===== src/rtl/wptr_full_gen.sv =====
// ---------------------------------------------------------------------------
// wptr_full_gen -- write-side pointer generator for an asynchronous FIFO.
//
// Runs entirely in the write clock domain. A binary write counter (wbin)
// advances on every accepted write. From it the block produces:
//   - a registered Gray pointer for the read-domain synchronizer
//   - the RAM write address
//   - a registered full flag, computed against the read pointer that has
//     already been synchronized into this domain
//
// Parameters
//   N          pointer width including the wrap bit (depth D = 2**(N-1))
//   AF_MARGIN  almost-full margin, used only with WPTR_ALMOST_FULL_EN
//
// Ports
//   clk             in   write-domain clock
//   rst             in   synchronous active-high reset
//   winc            in   write request (dropped while full)
//   rptr_gray_sync  in   N-bit Gray read pointer, already synchronized
//   wptr_gray       out  N-bit registered Gray write pointer
//   waddr           out  N-1 bit RAM write address (wbin[N-2:0])
//   full            out  registered full flag
//   almost_full     out  registered almost-full flag
//
// Build option
//   WPTR_ALMOST_FULL_EN  when defined, almost_full is asserted once the
//                        occupancy reaches D - AF_MARGIN; when undefined,
//                        almost_full is constant 0 and no Gray-to-binary
//                        converter is built.
// ---------------------------------------------------------------------------
module wptr_full_gen #(
   parameter int N         = 9,
   parameter int AF_MARGIN = 4
) (
   input  logic         clk,
   input  logic         rst,
   input  logic         winc,
   input  logic [N-1:0] rptr_gray_sync,
   output logic [N-1:0] wptr_gray,
   output logic [N-2:0] waddr,
   output logic         full,
   output logic         almost_full
);

   localparam int D = 1 << (N - 1);

   logic [N-1:0] wbin;
   logic [N-1:0] wbin_next;
   logic [N-1:0] wgray_next;
   logic         wr_acc;
   logic         full_next;

   // A write while full is dropped outright: counter, pointer and flag hold.
   assign wr_acc     = winc & ~full;
   assign wbin_next  = wbin + {{(N-1){1'b0}}, wr_acc};
   assign wgray_next = (wbin_next >> 1) ^ wbin_next;

   // Full when the next write pointer equals the read pointer one lap ahead.
   // In Gray code "one lap ahead" means the top two bits inverted.
   assign full_next  = (wgray_next ==
                        {~rptr_gray_sync[N-1:N-2], rptr_gray_sync[N-3:0]});

   // The RAM is written at the pre-increment address of the accepted cycle.
   assign waddr = wbin[N-2:0];

   // Stage boundary: pointer and flag registers. wptr_gray is driven straight
   // from a flop so the read-domain synchronizer never sees glitches.
   always_ff @(posedge clk) begin
      if (rst) begin
         wbin      <= '0;
         wptr_gray <= '0;
         full      <= 1'b0;
      end else begin
         wbin      <= wbin_next;
         wptr_gray <= wgray_next;
         full      <= full_next;
      end
   end

`ifdef WPTR_ALMOST_FULL_EN

   localparam logic [N-1:0] AF_LEVEL = N'(D - AF_MARGIN);

   // Gray to binary: each binary bit is the XOR of all Gray bits above and
   // including it, accumulated from the MSB downward.
   function automatic logic [N-1:0] gray2bin(input logic [N-1:0] g);
      logic [N-1:0] b;
      b[N-1] = g[N-1];
      for (int i = N - 2; i >= 0; i--) begin
         b[i] = b[i+1] ^ g[i];
      end
      return b;
   endfunction

   logic [N-1:0] rptr_bin;
   logic [N-1:0] occ_next;
   logic         af_next;
   logic         af_q;

   // Modulo-2^N subtraction gives the occupancy directly, including across
   // the wrap of either pointer.
   assign rptr_bin = gray2bin(rptr_gray_sync);
   assign occ_next = wbin_next - rptr_bin;
   assign af_next  = (occ_next >= AF_LEVEL);

   // Stage boundary: almost-full register.
   always_ff @(posedge clk) begin
      if (rst) begin
         af_q <= 1'b0;
      end else begin
         af_q <= af_next;
      end
   end

   assign almost_full = af_q;

`else

   // Feature disabled: the margin only feeds a configuration sanity term
   // that folds to constant 0 together with the output.
   localparam logic AF_CFG_OK = (AF_MARGIN <= D);

   assign almost_full = 1'b0 & AF_CFG_OK;

`endif

endmodule


===== config.mk =====
export PLATFORM = sky130hd
export DESIGN_NAME = wptr_full_gen
export DESIGN_NICKNAME = d
export VERILOG_FILES = /design/src/rtl/wptr_full_gen.sv
export SDC_FILE = /design/constraint.sdc
export NUM_CORES = 1
export LEC_CHECK = 0
export CORE_MARGIN = 4
export CORE_UTILIZATION = 47
export DETAILED_ROUTE_END_ITERATION = 10
export PLACE_DENSITY = 0.8
export SYNTH_ARGS = -nofsm -noshare
export SYNTH_HDL_FRONTEND = slang
export SYNTH_SLANG_ARGS = --single-unit

===== constraint.sdc =====
create_clock -name clk -period 3.2 [get_ports clk]
set_clock_uncertainty 0.2 [all_clocks]
set_input_delay 0.64 -clock clk [delete_from_list [all_inputs] [get_ports clk]]
set_output_delay 0.64 -clock clk [all_outputs]
set_load 0.02 [all_outputs]

==> run_results.csv <==
group,metric,value,unit
worst_setup_path,timing.critical_path.fanout_max,4,
layout,final_cells,164,
floorplan,placementRows,17,
layout,fraction_of_layout_cells_with_a_size_suffix_above_1,10.29,%
floorplan,initial_core_util,49.26,%
global_route,groute.layer.met2.usage,23.04,%
sta,period_minus_slack,3.003,ns
worst_hold_path,worstHoldPathCells,2,
global_route,grt_first_pass_wirelength,3.553,mm
pwr,cellPowerDensity,306.8,mW/mm2
pwr,leakage,0.5651,nW
yosys,synth_top_family_by_area,"XOR/XNOR gates",
worst_hold_path,hold_class,"reg2reg",
pwr,power.clock.fraction,25.7,%
sta,fin_hold_ws,0.4084,ns
layout,finish.utilization,63.07,%
yosys,synth_top_cells_by_count,"sky130_fd_sc_hd__dfxtp_1 (18), sky130_fd_sc_hd__nor2_1 (16), sky130_fd_sc_hd__xnor2_1 (12)",
yosys,cell_variety_after_synth,34,
sta,layout_setup_ws,0.1969,ns
route,remaining_drc_errors,0,
route,finalWirelength,2.073,mm
cts,cts_repair_resize_count,0,
cts,insertion_delay,0.29,ns
placement,buffer_ports.inserted,29,
yosys,yosysWarningCount,0,
yosys,yosysTopAreaCell,"sky130_fd_sc_hd__dfxtp_1",
floorplan,die-area,0.003153,mm2
cts,hold_buffers_post_cts,0,
worst_setup_path,wp_buf_inv,1,
pwr,netSwitchingFraction,24.99,%
yosys,synth_area_leaders,"sky130_fd_sc_hd__dfxtp_1 (33%), sky130_fd_sc_hd__xnor2_1 (9.6%), sky130_fd_sc_hd__xnor3_1 (8.3%)",
floorplan,fp.dieW,56.16,um
global_route,globalRoute.totalOverflow,0,
yosys,synth-adder-area-share,3.444,%
worst_setup_path,critPathCaptureType,"flip-flop",
cts,clk_pin_slew,0.10,ns
placement,placed_cells,161,
cts,cts_buffer_count,3,
layout,diodes,0,
pwr,p_int,0.3211,mW
worst_setup_path,critical-path-slowest-cell,"sky130_fd_sc_hd__clkdlybuf4s50_1",
route,drt_first_iter_violations,12,
pwr,share_comb_of_total_power,19.3,%
global_route,grt.total_usage,13.96,%
sta,final-hold-violation-count,0,
yosys,synth-xor-area-share,28.70,%
run_status,status,"finished clean",
yosys,synth.area.mux_share,0.9185,%
floorplan,fp.coreArea,0.002212,mm2
worst_setup_path,cpLargestDelayFamily,"compound AO/OA/AOI/OAI gates",
worst_hold_path,hold_path.startpoint,"wptr_gray[8]$_SDFF_PP0_",
route,avgViaCountPerCell,4.982,
flow_run,max_cap_viol_count,0,
cts,clock_sink_count,18,
placement,globalplace.congestion,0.7960,
floorplan,design.portCount,31,
worst_setup_path,timing.reg2reg.worst_path_depth,8,
sta,report.final.slew_viol_count,0,
placement,pre_cts_slack,-0.1474,ns
sta,timing.final.setup_violations,0,
yosys,synth_edf_count,0,
yosys,synth_simple_gate_area_share,18.14,%
worst_setup_path,worst_setup_path_start_kind,"primary input",
yosys,syn-num-nets,124,
worst_setup_path,reg2reg_slack,0.69,ns
layout,syn_to_final_growth,28.01,%
global_route,fraction_of_met3_tracks_used_by_global_routing,3.248,%
global_route,grt_antenna_before_repair,0,
worst_setup_path,critical_path_class,"in2reg",
route,drt-wirelength-per-cell,12.64,um
global_route,largest_net_degree_at_the_start_of_global_routing,19,
route,ant_nets,0,
floorplan,floorplan.die.height,56.16,um
route,drt-pass1-iter-count,4,
yosys,synth_top_area_share,33.07,%
worst_setup_path,timing.rr.end,"full$_SDFF_PP0_",
sta,fmaxAchievable,0.3330,GHz
worst_setup_path,rr_startpoint,"full$_SDFF_PP0_",
yosys,syn_area_per_cell,9.998,um2
global_route,grt_pass1_vias,815,
worst_setup_path,crit_path_top_cell_by_count,"sky130_fd_sc_hd__ha_1",
worst_setup_path,worst-endpoint-arrival,2.99,ns
yosys,synth-main-ff-cell,"sky130_fd_sc_hd__dfxtp_1",
cts,htreeDepth,1,
yosys,ys_ff_latch,18,
global_route,met1_usage,17.46,%
sta,post_route_setup_tns,0,ns
placement,dp.final_hpwl,1.633,mm
sta,post-route-period-util,93.85,%
cts,postCtsSetupBuffers,0,
pwr,power.share.sequential,55.0,%
cts,cts_root_buffer,"sky130_fd_sc_hd__clkbuf_4",
yosys,synth-compound-area-share,8.152,%
worst_setup_path,crit_chain,"clkdlybuf4s50_1, nor2b_2, ha_1, ha_1, xor3_1, or3_1, a211oi_2, o211ai_1, a2111oi_2",
layout,num-fill-cells,199,
yosys,syn_inst,109,
sta,rsz0062_at_grt,"false",
worst_setup_path,critical_path_required,3.18,ns
pwr,vdd_ir_drop_max,0.2580,mV
yosys,synth_seq_area_share,33.07,%
layout,nNetsFinal,153,
worst_hold_path,hold-path-endpoint,"wptr_gray[8]$_SDFF_PP0_",
worst_setup_path,worst_path_largest_cell_delay,0.46,ns
cts,clock_tree.buffer_depth,2,
route,detailroute.via_count,817,
yosys,synthesis.area,0.001090,mm2
pwr,power_switching,0.1070,mW
global_route,grt_most_used_layer,"met2",
cts,cts_tree,"done",
yosys,async_reset_ff_share,0,%
yosys,most_common_cell_in_the_netlist,"sky130_fd_sc_hd__dfxtp_1",
==> area by class of cell <==
class | count | area (um2) | area share (%)
flip-flops and latches | 18 | 360.3 | 25.83
multi-input cells | 81 | 653.1 | 46.82
well taps | 28 | 35.03 | 2.511
inverters | 1 | 3.754 | 0.2691
clock buffers | 3 | 22.52 | 1.614
repair buffers | 33 | 320.3 | 22.96
==> layer usage <==
layer / wire [um] / share of wire (%)
met1: 941 / 45
met2: 966 / 47
met3: 104 / 5.0
met4: 59 / 2.8
met5: 0 / 0
==> how the worst max path moves through the flow <==
stage / start / to / depth (start not counted)
final: winc / full$_SDFF_PP0_ / 9
after global routing: winc / full$_SDFF_PP0_ / 9
after CTS: winc / full$_SDFF_PP0_ / 9
after detailed placement: winc / full$_SDFF_PP0_ / 9
after global placement: winc / full$_SDFF_PP0_ / 9
after floorplan: winc / full$_SDFF_PP0_ / 9
==> flip-flops by register name, indices dropped and copies added, names as in the netlist <==
signal	flops
wbin	8
full	1
wptr_gray	9
==> worst reg2reg max path: stages (launching register included) <==
cell and delay, ns:
sky130_fd_sc_hd__dfxtp_1 0.34, sky130_fd_sc_hd__nor2b_2 0.13, sky130_fd_sc_hd__ha_1 0.16, sky130_fd_sc_hd__ha_1 0.19, sky130_fd_sc_hd__xor3_1 0.43, sky130_fd_sc_hd__or3_1 0.37, sky130_fd_sc_hd__a211oi_2 0.22, sky130_fd_sc_hd__o211ai_1 0.13
sky130_fd_sc_hd__a2111oi_2 0.24
==> logic make-up after synthesis <==
group / count (synthesis)
and+or+nand+nor: 38
buffers and inverters: 10
muxes: 1
adders and majority gates: 3
DFF: 18
xor gates and xnor gates: 26
AOI/OAI and AO/OA: 12
other: 1
==> power by group through the flow <==
stage	clock, mW	combinational [mW]	sequential, mW
floorplan	0	0.0429	0.247
global placement	0	0.0820	0.240
detailed placement	0	0.0836	0.240
CTS	0.116	0.0839	0.235
global route	0.121	0.0900	0.237
finish	0.110	0.0828	0.235
==> cell usage in the layout, fill, tap and decap left out, types with 2 or more instances in the layout <==
cell                               n
sky130_fd_sc_hd__or3_1             2
sky130_fd_sc_hd__nand2_1           4
sky130_fd_sc_hd__nor2b_1           3
sky130_fd_sc_hd__xor2_1            8
sky130_fd_sc_hd__nand3_1           4
sky130_fd_sc_hd__and3_1            2
sky130_fd_sc_hd__clkbuf_4          3
sky130_fd_sc_hd__a21oi_1           4
sky130_fd_sc_hd__xnor2_1          12
sky130_fd_sc_hd__nor2_1           16
sky130_fd_sc_hd__and3_4            2
sky130_fd_sc_hd__buf_4             4
sky130_fd_sc_hd__dfxtp_1          18
sky130_fd_sc_hd__clkdlybuf4s50_1  29
sky130_fd_sc_hd__xor3_1            2
sky130_fd_sc_hd__ha_1              3
sky130_fd_sc_hd__xnor3_1           4
==> per-stage QoR <==
| step | cell area, um2 | total power, mW |
|---|---|---|
| floorplan | 1090 | 0.2903 |
| global placement | 1370 | 0.3222 |
| detailed placement | 1370 | 0.3240 |
| CTS | 1393 | 0.4356 |
| global route | 1395 | 0.4476 |
| finish | 1395 | 0.4281 |
(Power assumes the default switching activity.)
